==> config.mk <==
export PLATFORM = sky130hd
export DESIGN_NAME = mem_arbiter_flat
export DESIGN_NICKNAME = d
export VERILOG_FILES = /design/src/rtl/mem_arbiter_if.sv /design/src/rtl/mem_arbiter.sv /design/src/flat_wrapper.sv
export SDC_FILE = /design/constraint.sdc
export NUM_CORES = 1
export LEC_CHECK = 0
export CAP_MARGIN = 30
export CORE_AREA = 5 5 85 71
export CTS_BUF_LIST = sky130_fd_sc_hd__clkbuf_4
export DETAILED_ROUTE_END_ITERATION = 10
export DIE_AREA = 0 0 90 76
export GPL_TIMING_DRIVEN = 0
export PLACE_DENSITY = 0.87
export SYNTH_ARGS = -nofsm -noshare
export SYNTH_HDL_FRONTEND = slang
export SYNTH_SLANG_ARGS = --single-unit
==> constraint.sdc <==
create_clock -name clk -period 3.6 [get_ports clk]
set_clock_uncertainty 0.05 [all_clocks]
set_input_delay 0.9 -clock clk [delete_from_list [all_inputs] [get_ports clk]]
set_output_delay 0.9 -clock clk [all_outputs]
set_load 0.05 [all_outputs]
==> src/rtl/mem_arbiter_if.sv <==
// Signal bundle between the caches, the arbiter and the main memory model.
// The slave modport is the arbiter's view; master is the caches/memory side.
interface mem_arbiter_if;
    logic        i_fill_req;
    logic [15:0] i_fill_addr;
    logic        d_fill_req;
    logic [15:0] d_fill_addr;
    logic        d_wr_req;
    logic [15:0] d_wr_addr;
    logic [15:0] d_wr_data;
    logic [15:0] mem_data_in;
    logic        mem_data_valid;
    logic        mem_enable;
    logic        mem_wr;
    logic [15:0] mem_addr;
    logic [15:0] mem_wdata;
    logic [15:0] fill_data;
    logic [2:0]  fill_word_idx;
    logic        i_fill_valid;
    logic        i_fill_done;
    logic        d_fill_valid;
    logic        d_fill_done;
    logic        d_wr_ack;
    logic        arb_busy;

    modport slave (
        input  i_fill_req, i_fill_addr, d_fill_req, d_fill_addr,
        input  d_wr_req, d_wr_addr, d_wr_data, mem_data_in, mem_data_valid,
        output mem_enable, mem_wr, mem_addr, mem_wdata, fill_data, fill_word_idx,
        output i_fill_valid, i_fill_done, d_fill_valid, d_fill_done, d_wr_ack, arb_busy
    );

    modport master (
        output i_fill_req, i_fill_addr, d_fill_req, d_fill_addr,
        output d_wr_req, d_wr_addr, d_wr_data, mem_data_in, mem_data_valid,
        input  mem_enable, mem_wr, mem_addr, mem_wdata, fill_data, fill_word_idx,
        input  i_fill_valid, i_fill_done, d_fill_valid, d_fill_done, d_wr_ack, arb_busy
    );
endinterface

==> src/rtl/mem_arbiter.sv <==
// Main-memory arbiter: I-fill / D-fill 8-word bursts and single-word D-cache stores.
// Optional macro ARB_ROUND_ROBIN_EN alternates the two fills; default is D-fill over I-fill.
module mem_arbiter #(
    parameter int MEM_LATENCY     = 4,
    parameter int WORDS_PER_BLOCK = 8
) (
    input  logic          clk,
    input  logic          rst,
    mem_arbiter_if.slave  bus
);

    localparam logic [1:0] IDLE  = 2'd0;
    localparam logic [1:0] ISSUE = 2'd1;
    localparam logic [1:0] DRAIN = 2'd2;
    localparam logic [1:0] WRITE = 2'd3;

    localparam logic [1:0] OWN_NONE = 2'd0;
    localparam logic [1:0] OWN_I    = 2'd1;
    localparam logic [1:0] OWN_D    = 2'd2;

    localparam logic [2:0] LAST_WORD = 3'(WORDS_PER_BLOCK - 1);

    if (MEM_LATENCY < 1) begin : gLatencyCheck
        $error("mem_arbiter expects registered memory read data (MEM_LATENCY >= 1)");
    end

    logic [1:0]  state_q, state_d;
    logic [2:0]  issueCnt_q, issueCnt_d;
    logic [2:0]  retCnt_q, retCnt_d;
    logic [1:0]  owner_q, owner_d;
    logic [15:0] base_q, base_d;
`ifdef ARB_ROUND_ROBIN_EN
    logic        lastFillD_q, lastFillD_d;
`endif

    logic pickD;
    logic retFire;
    logic lastRet;

    // Returns only count while a burst is outstanding; stale data in IDLE/WRITE is dropped.
    assign retFire = (state_q == ISSUE || state_q == DRAIN) && bus.mem_data_valid;
    assign lastRet = retFire && (retCnt_q == LAST_WORD);

    always_comb begin
        state_d    = state_q;
        issueCnt_d = issueCnt_q;
        retCnt_d   = retCnt_q;
        owner_d    = owner_q;
        base_d     = base_q;
`ifdef ARB_ROUND_ROBIN_EN
        lastFillD_d = lastFillD_q;
        pickD       = bus.d_fill_req && (!bus.i_fill_req || !lastFillD_q);
`else
        pickD       = bus.d_fill_req;
`endif

        case (state_q)
            IDLE: begin
                if (bus.d_wr_req) begin
                    state_d = WRITE;
                end else if (bus.i_fill_req || bus.d_fill_req) begin
                    state_d    = ISSUE;
                    issueCnt_d = 3'd0;
                    owner_d    = pickD ? OWN_D : OWN_I;
                    base_d     = (pickD ? bus.d_fill_addr : bus.i_fill_addr) & 16'hFFF0;
`ifdef ARB_ROUND_ROBIN_EN
                    lastFillD_d = pickD;
`endif
                end
            end
            ISSUE: begin
                issueCnt_d = issueCnt_q + 3'd1;
                if (issueCnt_q == LAST_WORD) begin
                    state_d = DRAIN;
                end
            end
            WRITE:   state_d = IDLE;
            default: state_d = state_q;
        endcase

        if (retFire) begin
            retCnt_d = retCnt_q + 3'd1;
        end
        if (lastRet) begin
            state_d  = IDLE;
            retCnt_d = 3'd0;
            owner_d  = OWN_NONE;
        end
    end

    always_ff @(posedge clk or posedge rst) begin
        if (rst) begin
            state_q    <= IDLE;
            issueCnt_q <= 3'd0;
            retCnt_q   <= 3'd0;
            owner_q    <= OWN_NONE;
            base_q     <= 16'h0000;
`ifdef ARB_ROUND_ROBIN_EN
            lastFillD_q <= 1'b0;
`endif
        end else begin
            state_q    <= state_d;
            issueCnt_q <= issueCnt_d;
            retCnt_q   <= retCnt_d;
            owner_q    <= owner_d;
            base_q     <= base_d;
`ifdef ARB_ROUND_ROBIN_EN
            lastFillD_q <= lastFillD_d;
`endif
        end
    end

    assign bus.mem_enable    = (state_q == ISSUE) || (state_q == WRITE);
    assign bus.mem_wr        = (state_q == WRITE);
    assign bus.mem_addr      = (state_q == ISSUE) ? base_q + {12'd0, issueCnt_q, 1'b0} :
                               (state_q == WRITE) ? bus.d_wr_addr : 16'h0000;
    assign bus.mem_wdata     = (state_q == WRITE) ? bus.d_wr_data : 16'h0000;
    assign bus.d_wr_ack      = (state_q == WRITE);
    assign bus.arb_busy      = (state_q != IDLE);

    assign bus.fill_data     = retFire ? bus.mem_data_in : 16'h0000;
    assign bus.fill_word_idx = retFire ? retCnt_q : 3'd0;
    assign bus.i_fill_valid  = retFire && (owner_q == OWN_I);
    assign bus.i_fill_done   = lastRet && (owner_q == OWN_I);
    assign bus.d_fill_valid  = retFire && (owner_q == OWN_D);
    assign bus.d_fill_done   = lastRet && (owner_q == OWN_D);

endmodule

==> src/flat_wrapper.sv <==
// flat-port wrapper written by rule: the top's interface ports become plain ports
module mem_arbiter_flat 
#(
    parameter int MEM_LATENCY     = 4,
    parameter int WORDS_PER_BLOCK = 8
)
  (clk, rst, bus_i_fill_req, bus_i_fill_addr, bus_d_fill_req, bus_d_fill_addr, bus_d_wr_req, bus_d_wr_addr, bus_d_wr_data, bus_mem_data_in, bus_mem_data_valid, bus_mem_enable, bus_mem_wr, bus_mem_addr, bus_mem_wdata, bus_fill_data, bus_fill_word_idx, bus_i_fill_valid, bus_i_fill_done, bus_d_fill_valid, bus_d_fill_done, bus_d_wr_ack, bus_arb_busy);
  mem_arbiter_if bus_i ();
  input  logic clk;
  input  logic rst;
  input wire logic [$bits(bus_i.i_fill_req)-1:0] bus_i_fill_req;
  input wire logic [$bits(bus_i.i_fill_addr)-1:0] bus_i_fill_addr;
  input wire logic [$bits(bus_i.d_fill_req)-1:0] bus_d_fill_req;
  input wire logic [$bits(bus_i.d_fill_addr)-1:0] bus_d_fill_addr;
  input wire logic [$bits(bus_i.d_wr_req)-1:0] bus_d_wr_req;
  input wire logic [$bits(bus_i.d_wr_addr)-1:0] bus_d_wr_addr;
  input wire logic [$bits(bus_i.d_wr_data)-1:0] bus_d_wr_data;
  input wire logic [$bits(bus_i.mem_data_in)-1:0] bus_mem_data_in;
  input wire logic [$bits(bus_i.mem_data_valid)-1:0] bus_mem_data_valid;
  output wire logic [$bits(bus_i.mem_enable)-1:0] bus_mem_enable;
  output wire logic [$bits(bus_i.mem_wr)-1:0] bus_mem_wr;
  output wire logic [$bits(bus_i.mem_addr)-1:0] bus_mem_addr;
  output wire logic [$bits(bus_i.mem_wdata)-1:0] bus_mem_wdata;
  output wire logic [$bits(bus_i.fill_data)-1:0] bus_fill_data;
  output wire logic [$bits(bus_i.fill_word_idx)-1:0] bus_fill_word_idx;
  output wire logic [$bits(bus_i.i_fill_valid)-1:0] bus_i_fill_valid;
  output wire logic [$bits(bus_i.i_fill_done)-1:0] bus_i_fill_done;
  output wire logic [$bits(bus_i.d_fill_valid)-1:0] bus_d_fill_valid;
  output wire logic [$bits(bus_i.d_fill_done)-1:0] bus_d_fill_done;
  output wire logic [$bits(bus_i.d_wr_ack)-1:0] bus_d_wr_ack;
  output wire logic [$bits(bus_i.arb_busy)-1:0] bus_arb_busy;
  assign bus_i.i_fill_req = bus_i_fill_req;
  assign bus_i.i_fill_addr = bus_i_fill_addr;
  assign bus_i.d_fill_req = bus_d_fill_req;
  assign bus_i.d_fill_addr = bus_d_fill_addr;
  assign bus_i.d_wr_req = bus_d_wr_req;
  assign bus_i.d_wr_addr = bus_d_wr_addr;
  assign bus_i.d_wr_data = bus_d_wr_data;
  assign bus_i.mem_data_in = bus_mem_data_in;
  assign bus_i.mem_data_valid = bus_mem_data_valid;
  assign bus_mem_enable = bus_i.mem_enable;
  assign bus_mem_wr = bus_i.mem_wr;
  assign bus_mem_addr = bus_i.mem_addr;
  assign bus_mem_wdata = bus_i.mem_wdata;
  assign bus_fill_data = bus_i.fill_data;
  assign bus_fill_word_idx = bus_i.fill_word_idx;
  assign bus_i_fill_valid = bus_i.i_fill_valid;
  assign bus_i_fill_done = bus_i.i_fill_done;
  assign bus_d_fill_valid = bus_i.d_fill_valid;
  assign bus_d_fill_done = bus_i.d_fill_done;
  assign bus_d_wr_ack = bus_i.d_wr_ack;
  assign bus_arb_busy = bus_i.arb_busy;
  mem_arbiter #(.MEM_LATENCY(MEM_LATENCY), .WORDS_PER_BLOCK(WORDS_PER_BLOCK)) u_core (.clk(clk), .rst(rst), .bus(bus_i));
endmodule
**Word-level counts from Yosys, hierarchy flattened**

Index checks and enable logic that the tools add are counted.
W data, S select, Z words.

- $add $sub $neg: 3
- Eq/ne operators: 12
- Mux-type cells: 21
- Bitwise operators: 1
- Reductions and logical operators: 20

Operators by type and width:

| operator | number |
|---|---|
| $mux W16 | 5 |
| $mux W2 | 9 |
| $add A16 B4 Y16 | 1 |
| $mux W3 | 5 |
| $reduce_and A3 Y1 | 4 |
| $reduce_bool A2 Y1 | 5 |
| $add A3 B1 Y3 const B | 2 |
| $eq A2 B2 Y1 const B | 3 |
| $eq A3 B3 Y1 const B | 2 |
| $logic_and A1 B1 Y1 | 6 |
| $pmux W2 S3 | 1 |
| $pmux W3 S2 | 1 |
| $eq A2 B1 Y1 const B | 2 |
| $ne A2 B1 Y1 const B | 2 |
| $ne A4 B2 Y1 const B | 1 |
| $reduce_bool A4 Y1 | 1 |
| $logic_or A1 B1 Y1 | 3 |
| $ne A3 B2 Y1 const B | 1 |
| $logic_not A2 Y1 | 1 |
| $ne A2 B2 Y1 const B | 1 |
| $not A1 Y1 | 1 |

- Bits in registers: 22
- Input port bits: 86
- Output and inout port bits: 59
- Logic and storage cells: 62

**Logic depth before layout (Yosys ltp)**

- Depth after elaboration: 6
- Gate-level depth with buffers: 6
- Depth with buffers taken out: 5

**Worst setup path after synthesis**

No wires, ideal clock.

- Path type: register to output
- Start: register u_core.state_q[0]
- End: output bus_mem_addr[14]
- Data arrival time: 2308 ps
- Required time: 2650 ps
- Setup slack: 342 ps
- Stages on the path, launching flop included: 5
- Path buffers: 1
- Cells stage by stage: dfrtp_1 -> ha_1 -> clkbuf_1 -> nand2_1 -> o21ai_0

- Word-level cells in the longest chain between the ends: 3
- Elaborated cells between the ends (all ways): 4
- Those cells by class: eq/ne: 2; mux: 2

Ends and longest elaborated chain:

| what | line | text |
|---|---|---|
| from (decl) | mem_arbiter.sv:27 | `logic [1:0] state_q, state_d;` |
| from (signal assigned) | mem_arbiter.sv:102 | `state_q <= state_d;` |
| $eq A2 B2 Y1 | -- |  |
| net bus_d_wr_ack | flat_wrapper.sv:30 | `output wire logic [$bits(bus_i.d_wr_ack)-1:0] bus_d_wr_ack;` |
| $mux W16 | mem_arbiter.sv:116 | `(state_q == WRITE) ? bus.d_wr_addr : 16'h0000;` |
| $mux W16 | mem_arbiter.sv:115 | `assign bus.mem_addr = (state_q == ISSUE) ? base_q + {12'd0, issueCnt_q, 1'b0} :` |
| to (decl) | flat_wrapper.sv:22 | `output wire logic [$bits(bus_i.mem_addr)-1:0] bus_mem_addr;` |

The timed path passes the listed nets, and every way through them passes these cells.

**Worst setup path in the final report**

- Start: input bus_mem_data_valid
- End: output bus_i_fill_valid

- Word-level cells in the longest chain between the ends: 2

Ends and longest elaborated chain:

| what | line | text |
|---|---|---|
| from (decl) | flat_wrapper.sv:19 | `input wire logic [$bits(bus_i.mem_data_valid)-1:0] bus_mem_data_valid;` |
| $logic_and A1 B1 Y1 | mem_arbiter.sv:41 | `assign retFire = (state_q == ISSUE \|\| state_q == DRAIN) && bus.mem_data_valid;` |
| $logic_and A1 B1 Y1 | mem_arbiter.sv:123 | `assign bus.i_fill_valid = retFire && (owner_q == OWN_I);` |
| to (decl) | flat_wrapper.sv:26 | `output wire logic [$bits(bus_i.i_fill_valid)-1:0] bus_i_fill_valid;` |

Every way passes these cells.

==> flow_metrics.env <==
export IMPL_drv_cap=0
export IMPL_avgSynthCellArea_um2=8.70
export IMPL_yosysSeqAreaShare_pct=34.2
export IMPL_fp_dieH_um=76
export IMPL_p_int_mw=1.14
export IMPL_cts_buffers_inserted=3
export IMPL_syn_num_nets=278
export IMPL_synth_top_area_cell="dfrtp_1"
export IMPL_drc=0
export IMPL_crit_path_start_kind="primary input"
export IMPL_portBuffers=135
export IMPL_routabilityCongestion=0.778
export IMPL_groute_usage_overall_pct=16.7
export IMPL_synthCells=185
export IMPL_grt_pass1_vias=1980
export IMPL_grt_max_degree=23
export IMPL_grt_pass1_wl_um=9780
export IMPL_async_flop_share_pct=100
export IMPL_yosysTopAreaCellShare_pct=34.2
export IMPL_initial_core_util_pct=31.0
export IMPL_cts_root_buf="clkbuf_4"
export IMPL_slew_headroom_pct=43.9
export IMPL_status="complete, no violations"
export IMPL_mappedNetlistArea_um2=1610
export IMPL_die_area_um2=6840
export IMPL_powerDensity_nw_per_um2=886
export IMPL_fin_crit_ns=3.50
export IMPL_worst_pin_slew_ns=0.841
export IMPL_tritoncts="built"
export IMPL_dp_cells=385
export IMPL_htreeDepth=1
export IMPL_ant_nets=0
export IMPL_cts_clk_slew_worst_paths_ns=0.12
export IMPL_synth_cell_types=30
export IMPL_antenna_found_initial=0
export IMPL_ir_drop_mv=0.553
export IMPL_min_period_over_period_pct=97.2
export IMPL_whs_path_depth=2
export IMPL_cts_hold_buf=0
export IMPL_grt_overflow=0
export IMPL_die_x_um=90
export IMPL_clockBufferDepth=2
export IMPL_p_clk_share_pct=4.3
export IMPL_synthFlopType="dfrtp_1"
export IMPL_multiInputGateArea_um2=971
export IMPL_hold_slack_ns=0.476
export IMPL_wl_per_cell_um=14.8
export IMPL_layout_drive_gt1_share_pct=4.63
export IMPL_timing_setup_tns_ns=0
export IMPL_cp_required_ns=2.65
export IMPL_rows=24
export IMPL_ys_warnings_count=0
export IMPL_pwr_share_comb_pct=79.2
export IMPL_worst_setup_path_type="primary input to output pin"
export IMPL_ys_seq_elements=22
export IMPL_rsz0062_at_grt="false"
export IMPL_synth_edf_count=0
export IMPL_end_kind="output pin"
export IMPL_hpwl_um=4820
export IMPL_synthTopCellsByArea="dfrtp_1, a21oi_1, and3_1, a22o_1, mux2i_1"
export IMPL_fill_cells=474
export IMPL_clkLatencyLatePin_ns=0.31
export IMPL_hold_violations=0
export IMPL_max_freq_ghz=0.286
export IMPL_routed_via_density=4.89
export IMPL_diodes=0
export IMPL_hp_class="register to register"
export IMPL_switching_share_pct=57.9
export IMPL_layout_common_cells="clkdlybuf4s50_1, a21oi_1, dlygate4sd2_1"
export IMPL_ff2ff_path_depth=5
export IMPL_seq_power_share_pct=16.5
export IMPL_drt_iter0_drc=69
export IMPL_syn2layout_area_growth_pct=90.3
export IMPL_slew_violations=0
export IMPL_setup_viol_count_final=0
export IMPL_clock_sinks=22
export IMPL_drtPass1Iterations=4
export IMPL_layout_cells_non_filler=389
export IMPL_totalWireLength_um=5770
export IMPL_core_area_um2=5190
export IMPL_leakage_nw=1.60
export IMPL_num_vias=1902
export IMPL_switchingPower_mw=1.57
export IMPL_crit_arrival_ns=2.55
export IMPL_seq_area_um2=551
export IMPL_cp_max_fo=7
export IMPL_final_common_cell="clkdlybuf4s50_1"
export IMPL_ioPinCount=145
export IMPL_nNetsFinal=418
==> routing by layer <==
layer | track usage [%] | up-vias | part of all wire, %
met4 | 1.19 | 0 | 0.17
met3 | 5.53 | 2 | 7.9
met5 | 0 | - | 0
met1 | 20.4 | 878 | 42
li1 | - | 941 | -
met2 | 29.8 | 81 | 50
==> cell usage after synthesis (all sizes together) (7+ instances only) <==
cell / number
ha: 7
and2: 17
and3: 20
nor2: 7
clkbuf: 11
a21oi: 29
a22o: 14
mux2i: 12
dfrtp: 22
==> through the flow <==
stage | cell area (µm²) | worst slack [ns] | util, % | power, mW
final | 3060 | 0.101 | 58.9 | 2.71
after global routing | 3060 | 0.000388 | 58.9 | 2.90
after detailed placement | 3040 | -0.131 | 58.6 | 2.70
after CTS | 3030 | 0.0360 | 58.4 | 2.73
after floorplan | 1610 | 0.342 | - | 1.98
after global placement | 3040 | -0.0908 | 58.6 | 2.66
==> worst paths after layout <==
path                                    startpoint            endpoint  slack (ns)
worst max-delay path            bus_mem_data_valid    bus_i_fill_valid        0.10
worst max register to register   u_core.state_q[0]   u_core.state_q[1]        1.67
max in group asynchronous                      rst    u_core.base_q[7]        1.99
worst min-delay path            u_core.retCnt_q[2]  u_core.retCnt_q[2]        0.48
worst min register to register  u_core.retCnt_q[2]  u_core.retCnt_q[2]        0.48
min in group asynchronous                      rst   u_core.owner_q[1]        0.99
==> logic make-up after synthesis <==
family,synth area share (%)
AOI/OAI and AO/OA,22.3
buffers and inverters,5.60
adders and majority gates,5.44
muxes,8.17
and+or+nand+nor,24.3
DFF,34.2
==> power by group through the flow <==
stage / Sequential, mW / Combinational (mW) / Clock, mW
after floorplan: 0.429 / 1.55 / 0
after global placement: 0.448 / 2.21 / 0
after detailed placement: 0.450 / 2.25 / 0
after CTS: 0.446 / 2.17 / 0.121
after global routing: 0.465 / 2.30 / 0.130
final: 0.447 / 2.15 / 0.117
==> state kept, by name (all words and copies together) (netlist names) <==
name,flops
u_core.state_q,2
u_core.base_q,12
u_core.issueCnt_q,3
u_core.retCnt_q,3
u_core.owner_q,2
==> what timing repair did <==
| item | in CTS | in global routing |
|---|---|---|
| setup endpoints to repair | 31 | 17 |
| resized for setup | 33 | 14 |
| cloned | 0 | 0 |
| setup buffers | 0 | 0 |
==> area by class of cell <==
cell class | count | share of cell area [%]
Timing Repair Buffer | 135 | 43.8
Clock inverter | 1 | 0.123
Buffer | 16 | 2.41
Clock buffer | 3 | 0.736
Tap cell | 65 | 2.66
Multi-Input combinational cell | 142 | 31.7
Sequential cell | 22 | 18.0
Inverter | 5 | 0.613
==> worst max-delay path, stage by stage <==
cell	delay, ns
clkdlybuf4s50_1	0.50
nand2_1	0.17
nor2_1	0.15
clkdlybuf4s50_1	0.82
(Power assumes the default switching activity.)
